**src/rtl/mem_ctrl_pkg.sv**
```systemverilog
// Shared types and constants for the byte-serialising CPU-RAM controller.
package mem_ctrl_pkg;

  typedef enum logic [1:0] {
    StIdle,
    StRead,
    StWrite,
    StDone
  } state_e;

  typedef enum logic {
    OwnIf,
    OwnMem
  } owner_e;

  localparam logic [1:0] LenB = 2'b00;
  localparam logic [1:0] LenH = 2'b01;
  localparam logic [1:0] LenW = 2'b10;

  // Length code 2'b11 is served as a full word.
  function automatic logic [2:0] len_bytes(input logic [1:0] len);
    case (len)
      LenB:    return 3'd1;
      LenH:    return 3'd2;
      default: return 3'd4;
    endcase
  endfunction

endpackage

```
**src/rtl/mem_ctrl_if.sv**
```systemverilog
// Requester (IF, MEM) and byte-wide RAM signals of mem_ctrl.
interface mem_ctrl_if #(
  parameter int unsigned ADDR_WIDTH = 32
) ();

  logic                  if_req;
  logic [ADDR_WIDTH-1:0] if_addr;
  logic                  if_flush;
  logic                  if_done;
  logic [31:0]           if_rdata;

  logic                  mem_req;
  logic                  mem_wr;
  logic [1:0]            mem_len;
  logic [ADDR_WIDTH-1:0] mem_addr;
  logic [31:0]           mem_wdata;
  logic                  mem_done;
  logic [31:0]           mem_rdata;

  logic [ADDR_WIDTH-1:0] ram_a;
  logic                  ram_wr;
  logic [7:0]            ram_dout;
  logic [7:0]            ram_din;

  modport master (
    output if_req, if_addr, if_flush, mem_req, mem_wr, mem_len, mem_addr, mem_wdata, ram_din,
    input  if_done, if_rdata, mem_done, mem_rdata, ram_a, ram_wr, ram_dout
  );

  modport slave (
    input  if_req, if_addr, if_flush, mem_req, mem_wr, mem_len, mem_addr, mem_wdata, ram_din,
    output if_done, if_rdata, mem_done, mem_rdata, ram_a, ram_wr, ram_dout
  );

endinterface

```
**src/rtl/mem_ctrl.sv**
```systemverilog
// Arbitrates IF fetches and MEM loads/stores onto one byte-wide RAM port, serialising
// each request into byte accesses and assembling little-endian read data.
module mem_ctrl
  import mem_ctrl_pkg::*;
#(
  parameter int unsigned ADDR_WIDTH = 32
) (
  input  logic      clk,
  input  logic      rst,
  mem_ctrl_if.slave bus,
  output logic      busy
);

  state_e                state_q, state_d;
  owner_e                owner_q, owner_d;
  logic [ADDR_WIDTH-1:0] addr_q, addr_d;
  logic [2:0]            nbytes_q, nbytes_d;
  logic [2:0]            cnt_q, cnt_d;
  logic [31:0]           wdata_q, wdata_d;

  logic [ADDR_WIDTH-1:0] ram_a_q, ram_a_d;
  logic                  ram_wr_q, ram_wr_d;
  logic [7:0]            ram_dout_q, ram_dout_d;
  logic                  if_done_q, if_done_d;
  logic                  mem_done_q, mem_done_d;
  logic [31:0]           if_rdata_q, if_rdata_d;
  logic [31:0]           mem_rdata_q, mem_rdata_d;
  logic                  busy_q, busy_d;

  logic [2:0]            cnt_inc;
  logic [1:0]            cap_idx;
  logic [1:0]            wr_idx;

  always_comb begin
    state_d     = state_q;
    owner_d     = owner_q;
    addr_d      = addr_q;
    nbytes_d    = nbytes_q;
    cnt_d       = cnt_q;
    wdata_d     = wdata_q;
    ram_a_d     = '0;
    ram_wr_d    = 1'b0;
    ram_dout_d  = '0;
    if_done_d   = 1'b0;
    mem_done_d  = 1'b0;
    if_rdata_d  = if_rdata_q;
    mem_rdata_d = mem_rdata_q;
    cnt_inc     = cnt_q + 3'd1;
    // RAM data lags the address by one cycle, so the byte landing now is for cnt_q-1.
    cap_idx     = 2'(cnt_q - 3'd1);
    wr_idx      = 2'(cnt_inc);

    unique case (state_q)
      StIdle: begin
        cnt_d = '0;
        if (bus.mem_req) begin
          owner_d  = OwnMem;
          addr_d   = bus.mem_addr;
          nbytes_d = len_bytes(bus.mem_len);
          wdata_d  = bus.mem_wdata;
          ram_a_d  = bus.mem_addr;
          if (bus.mem_wr) begin
            state_d    = StWrite;
            ram_wr_d   = 1'b1;
            ram_dout_d = bus.mem_wdata[7:0];
          end else begin
            state_d     = StRead;
            mem_rdata_d = '0;
          end
        end else if (bus.if_req) begin
          owner_d    = OwnIf;
          addr_d     = bus.if_addr;
          nbytes_d   = 3'd4;
          ram_a_d    = bus.if_addr;
          state_d    = StRead;
          if_rdata_d = '0;
        end
      end

      StRead: begin
        if (owner_q == OwnIf && bus.if_flush) begin
          state_d = StIdle;
        end else begin
          cnt_d = cnt_inc;
          if (cnt_q != 3'd0) begin
            if (owner_q == OwnIf) if_rdata_d[{cap_idx, 3'b000} +: 8] = bus.ram_din;
            else                  mem_rdata_d[{cap_idx, 3'b000} +: 8] = bus.ram_din;
          end
          if (cnt_inc < nbytes_q) ram_a_d = addr_q + ADDR_WIDTH'(cnt_inc);
          if (cnt_q == nbytes_q) begin
            state_d = StDone;
            if (owner_q == OwnIf) if_done_d = 1'b1;
            else                  mem_done_d = 1'b1;
          end
        end
      end

      StWrite: begin
        cnt_d = cnt_inc;
        if (cnt_inc < nbytes_q) begin
          ram_a_d    = addr_q + ADDR_WIDTH'(cnt_inc);
          ram_wr_d   = 1'b1;
          ram_dout_d = wdata_q[{wr_idx, 3'b000} +: 8];
        end else begin
          state_d    = StDone;
          mem_done_d = 1'b1;
        end
      end

      StDone: state_d = StIdle;

      default: state_d = StIdle;
    endcase

    busy_d = (state_d != StIdle);
  end

  always_ff @(posedge clk) begin
    if (rst) begin
      state_q     <= StIdle;
      owner_q     <= OwnIf;
      addr_q      <= '0;
      nbytes_q    <= '0;
      cnt_q       <= '0;
      wdata_q     <= '0;
      ram_a_q     <= '0;
      ram_wr_q    <= 1'b0;
      ram_dout_q  <= '0;
      if_done_q   <= 1'b0;
      mem_done_q  <= 1'b0;
      if_rdata_q  <= '0;
      mem_rdata_q <= '0;
      busy_q      <= 1'b0;
    end else begin
      state_q     <= state_d;
      owner_q     <= owner_d;
      addr_q      <= addr_d;
      nbytes_q    <= nbytes_d;
      cnt_q       <= cnt_d;
      wdata_q     <= wdata_d;
      ram_a_q     <= ram_a_d;
      ram_wr_q    <= ram_wr_d;
      ram_dout_q  <= ram_dout_d;
      if_done_q   <= if_done_d;
      mem_done_q  <= mem_done_d;
      if_rdata_q  <= if_rdata_d;
      mem_rdata_q <= mem_rdata_d;
      busy_q      <= busy_d;
    end
  end

  assign bus.ram_a     = ram_a_q;
  assign bus.ram_wr    = ram_wr_q;
  assign bus.ram_dout  = ram_dout_q;
  assign bus.if_done   = if_done_q;
  assign bus.if_rdata  = if_rdata_q;
  assign bus.mem_done  = mem_done_q;
  assign bus.mem_rdata = mem_rdata_q;
  assign busy          = busy_q;

endmodule

```
**src/flat_wrapper.sv**
```systemverilog
// flat-port wrapper written by rule: the top's interface ports become plain ports
module mem_ctrl_flat import mem_ctrl_pkg::*;
#(
  parameter int unsigned ADDR_WIDTH = 32
)
  (clk, rst, busy, bus_if_req, bus_if_addr, bus_if_flush, bus_mem_req, bus_mem_wr, bus_mem_len, bus_mem_addr, bus_mem_wdata, bus_ram_din, bus_if_done, bus_if_rdata, bus_mem_done, bus_mem_rdata, bus_ram_a, bus_ram_wr, bus_ram_dout);
  mem_ctrl_if #(.ADDR_WIDTH(ADDR_WIDTH)) bus_i ();
  input  logic clk;
  input  logic rst;
  output logic busy;
  input wire logic [$bits(bus_i.if_req)-1:0] bus_if_req;
  input wire logic [$bits(bus_i.if_addr)-1:0] bus_if_addr;
  input wire logic [$bits(bus_i.if_flush)-1:0] bus_if_flush;
  input wire logic [$bits(bus_i.mem_req)-1:0] bus_mem_req;
  input wire logic [$bits(bus_i.mem_wr)-1:0] bus_mem_wr;
  input wire logic [$bits(bus_i.mem_len)-1:0] bus_mem_len;
  input wire logic [$bits(bus_i.mem_addr)-1:0] bus_mem_addr;
  input wire logic [$bits(bus_i.mem_wdata)-1:0] bus_mem_wdata;
  input wire logic [$bits(bus_i.ram_din)-1:0] bus_ram_din;
  output wire logic [$bits(bus_i.if_done)-1:0] bus_if_done;
  output wire logic [$bits(bus_i.if_rdata)-1:0] bus_if_rdata;
  output wire logic [$bits(bus_i.mem_done)-1:0] bus_mem_done;
  output wire logic [$bits(bus_i.mem_rdata)-1:0] bus_mem_rdata;
  output wire logic [$bits(bus_i.ram_a)-1:0] bus_ram_a;
  output wire logic [$bits(bus_i.ram_wr)-1:0] bus_ram_wr;
  output wire logic [$bits(bus_i.ram_dout)-1:0] bus_ram_dout;
  assign bus_i.if_req = bus_if_req;
  assign bus_i.if_addr = bus_if_addr;
  assign bus_i.if_flush = bus_if_flush;
  assign bus_i.mem_req = bus_mem_req;
  assign bus_i.mem_wr = bus_mem_wr;
  assign bus_i.mem_len = bus_mem_len;
  assign bus_i.mem_addr = bus_mem_addr;
  assign bus_i.mem_wdata = bus_mem_wdata;
  assign bus_i.ram_din = bus_ram_din;
  assign bus_if_done = bus_i.if_done;
  assign bus_if_rdata = bus_i.if_rdata;
  assign bus_mem_done = bus_i.mem_done;
  assign bus_mem_rdata = bus_i.mem_rdata;
  assign bus_ram_a = bus_i.ram_a;
  assign bus_ram_wr = bus_i.ram_wr;
  assign bus_ram_dout = bus_i.ram_dout;
  mem_ctrl #(.ADDR_WIDTH(ADDR_WIDTH)) u_core (.clk(clk), .rst(rst), .bus(bus_i), .busy(busy));
endmodule
```
**config.mk**
```make
export PLATFORM = sky130hd
export DESIGN_NAME = mem_ctrl_flat
export DESIGN_NICKNAME = d
export VERILOG_FILES = /design/src/rtl/mem_ctrl_pkg.sv /design/src/rtl/mem_ctrl_if.sv /design/src/rtl/mem_ctrl.sv /design/src/flat_wrapper.sv
export SDC_FILE = /design/constraint.sdc
export NUM_CORES = 1
export LEC_CHECK = 0
export CAP_MARGIN = 10
export CORE_MARGIN = 4
export CORE_UTILIZATION = 49
export DETAILED_ROUTE_END_ITERATION = 8
export GPL_ROUTABILITY_DRIVEN = 1
export PLACE_DENSITY = 0.83
export RECOVER_POWER = 50
export SYNTH_ARGS = -nofsm -noshare
export SYNTH_HDL_FRONTEND = slang
export SYNTH_SLANG_ARGS = --single-unit
```
**constraint.sdc**
```tcl
create_clock -name clk -period 2.8 [get_ports clk]
set_clock_uncertainty 0.05 [all_clocks]
set_input_delay 0.56 -clock clk [delete_from_list [all_inputs] [get_ports clk]]
set_output_delay 0.56 -clock clk [all_outputs]
set_load 0.05 [all_outputs]
```
==> results_dict.tcl, run 1 <==
set metrics [dict create \
    min_period_ns 2.578 \
    route.detailed.wl_per_inst_um 16.83 \
    yosysUniqueCellTypes 56 \
    hp-start "u_core.wdata_q[10]" \
    post_cts_resized 0 \
    maxCapViolations 0 \
    p_seq_share_pct 40.6 \
    clkLatencyLatePin_ns 0.42 \
    synth_fp_nets 991 \
    slew_violations 0 \
    ys.flop_type "dfxtp_1" \
    clkTransAtPathRegs_ns 0.07 \
    fin_cells 1300 \
    hold_depth 2 \
    cts_tree "built" \
    grt_use_met1_pct 28.96 \
    place_inst 1266 \
    grt_max_degree 104 \
    top_usage_layer "met2" \
    initial_core_util_pct 50.35 \
    max-slew-margin-rel_pct 32.11 \
    totalWireLength_mm 21.87 \
    cts-root-buf "clkbuf_16" \
    pwr-share-clk_pct 32.3 \
    dieArea_mm2 0.01856 \
    finalSetupViolCount 0 \
    drive_above_1_share_pct 7.948 \
    grt_usage_pct 23.60 \
    period_share_pct 92.09 \
    htree_levels 4 \
    syn_to_final_growth_pct 37.13 \
    avgSynthCellArea_um2 9.346 \
    final_common_cell "dfxtp_1" \
    viasPerCell 5.378 \
    rows 46 \
    ys_async_sr_fraction_pct 0 \
    drt_iter0_drc 492 \
    grt_use_met3_pct 5.255 \
    portBuffers 219 \
    pwr_density_cell_mw_per_mm2 663.3 \
    p_switching_w 0.002350 \
    p_comb_share_pct 27.1 \
    rr_startpoint "u_core.cnt_q[0]" \
    rr_worst_depth 9 \
    rsz0062_at_grt "false" \
    hold_path.class "flop to flop" \
    worst_slew_pin_slew_ns 1.018 \
    grt_pass1_vias 6877 \
    ir_drop_v 0.0004765 \
    reg2reg_setup_slack_ns 0.22 \
    netSwitchingFraction_pct 32.07 \
    hold_buffers 0 \
    nets 1198 \
    crit_path_max_fanout 26 \
    use_met2_pct 39.98 \
    vias 6991 \
    globalRoute.totalOverflow 0 \
    synth_enable_flop_cells 0 \
    hold_path_end "u_core.wdata_q[10]" \
    drt_first_pass_iters 5 \
    arrival_ns 2.88 \
    worstSetupPathType "flop to flop" \
    antenna_found_initial 1 \
    post-route-util_pct 69.05 \
    ys_seq_area_share_pct 44.98 \
    post_cts.repair.setup_buffers 0 \
    numClockSinks 181 \
    netlist_area_mm2 0.008056 \
    die_y_um 136.2 \
    place_congestion 0.8492 \
    synth-seq-cells 181 \
    internal-power_w 0.004978 \
    io-pin-count 220 \
    total_power_w 0.007328 \
    cp-start-kind "flop" \
    clockBufferDepth 2 \
    ant_nets 0 \
    die_x_um 136.2 \
    cts_buffers 17 \
    max_freq_mhz 387.8 \
    yosys_warnings 0 \
    p_leak_nw 4.552 \
    status "complete, no violations" \
    hpwl_mm 15.79 \
    finalSetupTns_ns 0 \
    r2r-end "u_core.bus.ram_a[22]" \
    hold_ws_ns 0.4024 \
    finalHoldViolations 0 \
    syn_inst 862 \
    grt_pass1_wl_mm 34.75 \
    layout_common_cells "dfxtp_1, clkdlybuf4s50_1, nor2_1" \
    endpoint_kind "flop" \
    drc 0 \
    critical_path_required_ns 3.10 \
    core_area_mm2 0.01600 \
]
==> how the worst max path moves through the flow <==
stage,endpoint,depth (start not counted),startpoint
finish,u_core.bus.ram_a[22],9,u_core.cnt_q[0]
global route,u_core.bus.ram_a[18],9,u_core.cnt_q[0]
CTS,u_core.bus.ram_a[22],9,u_core.cnt_q[0]
detailed placement,u_core.bus.ram_a[13],9,u_core.cnt_q[0]
global placement,u_core.bus.mem_rdata[27],6,bus_mem_wr
floorplan,u_core.bus.ram_a[28],10,u_core.cnt_q[0]
==> flip-flops by register name (all words and copies together), names as in the netlist <==
name	cells
u_core.owner_q	1
u_core.bus.mem_rdata	32
u_core.state_q	2
u_core.busy	1
u_core.addr_q	32
u_core.bus.if_rdata	32
u_core.cnt_q	3
u_core.bus.ram_wr	1
u_core.bus.mem_done	1
u_core.nbytes_q	3
u_core.wdata_q	32
u_core.bus.ram_dout	8
u_core.bus.ram_a	32
u_core.bus.if_done	1
==> layer usage <==
layer,vias up,routed length [µm]
li1,3404,-
met1,3288,9060
met2,246,10750
met3,53,1324
met4,0,739
met5,-,0
==> synth_stat cells, types with 2 or more instances <==
cell | number | area [µm²]
mux2i_1 | 96 | 960.9
and4_1 | 6 | 52.55
nor3b_1 | 3 | 22.52
xnor2_1 | 24 | 210.2
nor2b_1 | 6 | 37.54
a22oi_1 | 9 | 67.56
xor2_1 | 9 | 78.83
nand3_1 | 5 | 25.02
nand4_1 | 7 | 43.79
inv_1 | 10 | 37.54
a21o_1 | 3 | 22.52
a21oi_1 | 54 | 270.3
and3_1 | 3 | 18.77
nand2b_1 | 23 | 143.9
nand4b_1 | 2 | 17.52
a211oi_1 | 28 | 210.2
mux4_2 | 8 | 180.2
and2_1 | 27 | 168.9
o22ai_1 | 22 | 137.6
o22ai_2 | 4 | 50.05
or2_2 | 2 | 12.51
nand3b_1 | 2 | 15.01
dfxtp_1 | 181 | 3623
buf_2 | 18 | 90.09
ha_1 | 16 | 200.2
nor2_1 | 123 | 461.7
clkbuf_1 | 32 | 120.1
nand2_1 | 92 | 345.3
nand4_4 | 2 | 42.54
buf_1 | 2 | 7.510
nor4_2 | 4 | 50.05
o21ai_0 | 2 | 10.01
nor3_1 | 14 | 70.07
==> power by group through the flow <==
stage	logic (W)	clock network (W)	registers (W)
finish	0.00199	0.00236	0.00298
CTS	0.00201	0.00238	0.00298
global route	0.00214	0.00249	0.00301
detailed placement	0.00200	0	0.00303
global placement	0.00196	0	0.00302
floorplan	0.00110	0	0.00327
==> through the flow <==
| step | instance area [µm²] | worst slack [ns] |
|---|---|---|
| 6_report | 11050 | 0.2216 |
| 3_5_place_dp | 10470 | 0.1761 |
| 2_1_floorplan | 8056 | 0.1989 |
| 3_3_place_gp | 10470 | 0.2831 |
| 5_1_grt | 11050 | 0.09320 |
| 4_1_cts | 11050 | 0.1602 |
==> layout make-up <==
class	count	area (µm²)
fillers	1286	4952
well taps	216	270.3
diodes	2	5.005
inverters	10	37.54
clock inverters	12	128.9
repair buffers	241	2350
flip-flops and latches	181	3623
multi-input cells	618	4177
clock buffers	20	456.7
==> worst max-delay path, stage by stage (launching register included) <==
cell	delay (ns)
dfxtp_1	0.45
ha_1	0.29
xor2_1	0.25
ha_1	0.30
a21oi_1	0.15
o21ai_0	0.15
nor2_2	0.33
nand2_2	0.08
buf_4	0.24
o22ai_1	0.20
==> cell families after synthesis <==
group / count (synthesis) / synth area share [%]
buffers and inverters: 63 / 3.262
xor gates and xnor gates: 33 / 3.588
adders and majority gates: 17 / 2.733
muxes: 105 / 14.30
DFF: 181 / 44.98
AOI/OAI and AO/OA: 132 / 10.67
and+or+nand+nor: 331 / 20.47
(Power assumes the default switching activity.)
==> run 2: changes to the inputs <==
Settings changed: CORE_MARGIN 4 to not set, CORE_UTILIZATION 49 to 45, PLACE_DENSITY 0.83 to 0.77.
==> results_dict.tcl, run 2 (synthesized netlist as in run 1, its figures left out) <==
set metrics [dict create \
    multiInputGateArea_mm2 0.004174 \
    max-slew-margin-rel_pct -8.882 \
    totalWireLength_mm 20.97 \
    die_y_um 135.8 \
    hold_path.class "flop to flop" \
    drive_above_1_share_pct 7.856 \
    netSwitchingFraction_pct 31.31 \
    cts_tree "built" \
    numClockSinks 181 \
    viasPerCell 5.204 \
    maxCapViolations 1 \
    worst_slew_pin_slew_ns 1.616 \
    hold_ws_ns 0.4045 \
    ir_drop_v 0.0004420 \
    layout_common_cells "dfxtp_1, clkdlybuf4s50_1, nor2_1" \
    grt_pass1_wl_mm 33.73 \
    critical_path_required_ns 3.11 \
    p_leak_nw 4.579 \
    finalHoldViolations 0 \
    endpoint_kind "flop" \
    worstSetupPathType "flop to flop" \
    core_area_mm2 0.01742 \
    portBuffers 219 \
    n_antenna_cell 0 \
    rsz0062_at_grt "false" \
    initial_core_util_pct 46.26 \
    dieArea_mm2 0.01844 \
    arrival_ns 2.90 \
    die_x_um 135.8 \
    slew_violations 17 \
    drc 0 \
    route.detailed.wl_per_inst_um 16.04 \
    grt_max_degree 56 \
    crit_path_max_fanout 26 \
    htree_levels 4 \
    p_seq_share_pct 39.6 \
    clockBufferDepth 2 \
    pwr_density_cell_mw_per_mm2 676.0 \
    drt_first_pass_iters 4 \
    n_fill_cell 1474 \
    post-route-util_pct 63.75 \
    clkLatencyLatePin_ns 0.43 \
    rows 48 \
    globalRoute.totalOverflow 0 \
    io-pin-count 220 \
    min_period_ns 2.597 \
    clkTransAtPathRegs_ns 0.07 \
    status "finished, violations left" \
    p_switching_w 0.002350 \
    place_congestion 0.8032 \
    finalSetupViolCount 0 \
    max_freq_mhz 385.0 \
    pwr-share-clk_pct 34.2 \
    finalSetupTns_ns 0 \
    cts-root-buf "clkbuf_16" \
    nets 1198 \
    grt_usage_pct 23.51 \
    seqCellArea_mm2 0.003623 \
    final_common_cell "dfxtp_1" \
    syn_to_final_growth_pct 37.82 \
    period_share_pct 92.76 \
    antenna_found_initial 0 \
    cts_buffers 17 \
    vias 6801 \
    drt_iter0_drc 347 \
    ant_nets 0 \
    p_comb_share_pct 26.2 \
    grt_pass1_vias 6704 \
    cp-start-kind "flop" \
    internal-power_w 0.005155 \
    hpwl_mm 14.94 \
    violations "capacitance limit, slew limit" \
]
run 2: changes by cell type in the layout (fill, tap and decap cells not counted), sizes merged:
| cell | before | now |
|---|---|---|
| diode | 2 | 0 |
| clkdlybuf4s50 | 141 | 138 |
| dlygate4sd3 | 76 | 79 |
| buf | 20 | 21 |
| bufinv | 2 | 4 |
| inv | 11 | 12 |
| clkinvlp | 3 | 4 |
| clkinv | 6 | 1 |
run 2: repair_timing:
action	4_1_cts	5_1_grt
setup endpoints to repair	0	3
buffers inserted	0	0
hold buffers	0	0
gates resized for setup	0	1
run 2: critical path, cell delays in order, from the launching register on:
cell and delay [ns]:
dfxtp_1 0.45, ha_1 0.28, xor2_1 0.24, ha_1 0.29, a21oi_1 0.14, o21ai_0 0.13, nor2_1 0.44, nand2_2 0.13
buf_12 0.18, o22ai_1 0.17
run 2: power by group through the flow:
stage	logic (W)	clock network (W)	registers, W
after floorplan	0.00110	0	0.00327
after global placement	0.00196	0	0.00302
after detailed placement	0.00199	0	0.00303
after CTS	0.00200	0.00260	0.00297
after global routing	0.00213	0.00270	0.00300
final	0.00197	0.00256	0.00297
run 2: stage by stage:
step	setup WS [ns]	area (µm²)	std cells	power [W]
floorplan	0.1989	8056	862	0.004369
global placement	0.2401	10480	1275	0.004987
detailed placement	0.2244	10480	1275	0.005018
CTS	0.1955	11110	1307	0.007574
global route	0.02090	11100	1307	0.007834
finish	0.2027	11100	1307	0.007505
run 2: path summary, 6_finish.rpt:
| kind | startpoint | endpoint | slack (ns) | cells after the start |
|---|---|---|---|---|
| worst max-delay path | u_core.cnt_q[0] | u_core.bus.ram_a[18] | 0.20 | 9 |
| worst min-delay path | u_core.wdata_q[14] | u_core.wdata_q[14] | 0.40 | 2 |
| worst max register to register | u_core.cnt_q[0] | u_core.bus.ram_a[18] | 0.20 | 9 |
| worst min register to register | u_core.wdata_q[14] | u_core.wdata_q[14] | 0.40 | 2 |
run 2: final cells by class:
class	count	share of cell area [%]
clock buffers	21	4.147
clock inverters	11	1.555
inverters	10	0.3381
multi-input cells	618	37.59
flip-flops and latches	181	32.63
well taps	225	2.536
repair buffers	241	21.20
run 2: routing by layer:
| layer | track usage (%) | vias to the layer above | share of wire (%) |
|---|---|---|---|
| li1 | - | 3408 | - |
| met4 | 9.925 | 0 | 2.6 |
| met2 | 38.29 | 175 | 48 |
| met3 | 5.537 | 31 | 5.2 |
| met1 | 29.61 | 3187 | 44 |
| met5 | 0 | - | 0 |
==> run 3: changes to the inputs <==
Settings changed: SKIP_CTS_REPAIR_TIMING set to 1.
Clock period 2.8 ns to 2.55 ns, I/O delays scaled along.
==> results_dict.tcl, run 3 (synthesized netlist as in run 1, its figures left out) <==
set metrics [dict create \
    core_area_mm2 0.01742 \
    critPathBufInv 1 \
    rr_worst_depth 8 \
    cp-start-kind "flop" \
    slowest_stage "fa_1" \
    cp_slowest_stage_delay_ns 0.50 \
    rsz0062_at_grt "false" \
    max_freq_mhz 417.7 \
    hold_depth 2 \
    cts_buffers 17 \
    layout_common_cells "dfxtp_1, clkdlybuf4s50_1, nor2_1" \
    viasPerCell 5.289 \
    grt_max_degree 53 \
    drive_above_1_share_pct 8.640 \
    wl_met2_mm 10.14 \
    rr_startpoint "u_core.cnt_q[1]" \
    n_antenna_cell 0 \
    finalSetupViolCount 0 \
    slew_violations 0 \
    htree_levels 4 \
    io-pin-count 220 \
    p_leak_nw 4.559 \
    die_y_um 135.8 \
    ir_drop_v 0.0005340 \
    top_layer_used "met4" \
    clkTransAtPathRegs_ns 0.07 \
    die_x_um 135.8 \
    period_share_pct 93.88 \
    hold_path_end "u_core.wdata_q[26]" \
    pwr_density_cell_mw_per_mm2 722.3 \
    grt_pass1_wl_mm 34.02 \
    numClockSinks 181 \
    max-slew-margin-rel_pct 53.60 \
    wl_met3_mm 1.243 \
    post_dp_cell_area_mm2 0.01055 \
    endpoint_kind "flop" \
    worstSetupPathType "flop to flop" \
    grt_usage_pct 23.57 \
    drt_iter0_drc 340 \
    min_period_ns 2.394 \
    cp_top_family "adder cells" \
    crit_chain "inv_1 > ha_1 > fa_1 > a21o_1 > and2_1 > nand4_1 > xor2_1 > o22ai_1" \
    grt_pass1_vias 6718 \
    ant_nets 0 \
    drt_first_pass_iters 5 \
    final_common_cell "dfxtp_1" \
    hpwl_mm 15.09 \
    crit_path_max_fanout 4 \
    status "complete, no violations" \
    antenna_found_initial 0 \
    totalWireLength_mm 20.98 \
    finalSetupTns_ns 0 \
    worst_slew_pin_slew_ns 0.6960 \
    cts_tree "built" \
    hold_path.class "flop to flop" \
    maxCapViolations 0 \
    nets 1204 \
    route.detailed.wl_per_inst_um 15.98 \
    clockBufferDepth 2 \
    arrival_ns 2.64 \
    initial_core_util_pct 46.26 \
    syn_to_final_growth_pct 38.03 \
    rows 48 \
    critical_path_required_ns 2.79 \
    clkLatencyLatePin_ns 0.42 \
    stdcell_area_mm2 0.01112 \
    reg2reg_setup_slack_ns 0.16 \
    hp-start "u_core.wdata_q[26]" \
    cts-root-buf "clkbuf_16" \
    wl_met1_mm 9.154 \
    globalRoute.totalOverflow 0 \
    dieArea_mm2 0.01844 \
    place_congestion 0.8621 \
    finalHoldViolations 0 \
    r2r-end "u_core.bus.ram_a[16]" \
    vias 6944 \
    drc 0 \
    portBuffers 219 \
]
[run 3: cell types whose count changed in the layout (fill, tap and decap cells not counted), sizes merged]
| cell | change |
|---|---|
| clkdlybuf4s50 | +9 |
| dlygate4sd3 | -9 |
| clkinvlp | -1 |
| clkinv | +2 |
| bufinv | -3 |
| inv | +5 |
| buf | +4 |
| clkbuf | -1 |
[run 3: worst max-delay path by stage]
| stage | depth (start not counted) | endpoint | from |
|---|---|---|---|
| floorplan | 10 | u_core.bus.ram_a[27] | u_core.cnt_q[0] |
| global placement | 6 | u_core.bus.mem_rdata[26] | bus_mem_wr |
| detailed placement | 6 | u_core.bus.mem_rdata[24] | bus_mem_wr |
| CTS | 8 | u_core.bus.ram_a[24] | u_core.cnt_q[0] |
| global route | 7 | u_core.bus.mem_rdata[26] | u_core.state_q[1] |
| finish | 8 | u_core.bus.ram_a[16] | u_core.cnt_q[1] |
[run 3: metal layers]
metal,vias to the layer above,global-route usage [%]
li1,3406,-
met1,3305,29.53
met2,205,39.60
met3,28,5.574
met4,0,7.740
met5,-,0
[run 3: per-stage QoR]
step	hold WS, ns	worst slack [ns]	instances	power, W	util [%]
final	0.4038	0.1561	1313	0.008032	63.85
after global routing	0.4183	0.007580	1313	0.008421	63.85
after CTS	0.4045	0.1394	1313	0.008143	63.92
after detailed placement	0.3939	0.07508	1281	0.005552	60.57
after global placement	0.3889	0.1064	1281	0.005521	60.57
after floorplan	0.3831	0.003388	862	0.004800	-
[run 3: final cells by class]
cell class / instances / area, µm²
Multi-Input combinational cell: 618 / 4188
Tap cell: 225 / 281.5
Clock inverter: 14 / 143.9
Inverter: 10 / 37.54
Fill cell: 1487 / 6296
Sequential cell: 181 / 3625
Clock buffer: 18 / 439.2
Timing Repair Buffer: 247 / 2406
[run 3: tightest hold or removal path, stage by stage (launching register included)]
cell	delay [ns]
dfxtp_1	0.31
nand2_1	0.05
a21oi_1	0.05
[run 3: power breakdown]
| group | leakage [nW] | switching, W | internal, W |
|---|---|---|---|
| Sequential | 1.48 | 0.000195 | 0.00307 |
| Clock | 0.280 | 0.00118 | 0.00141 |
| Combinational | 2.80 | 0.00128 | 0.000903 |
| Total | 4.56 | 0.00265 | 0.00538 |
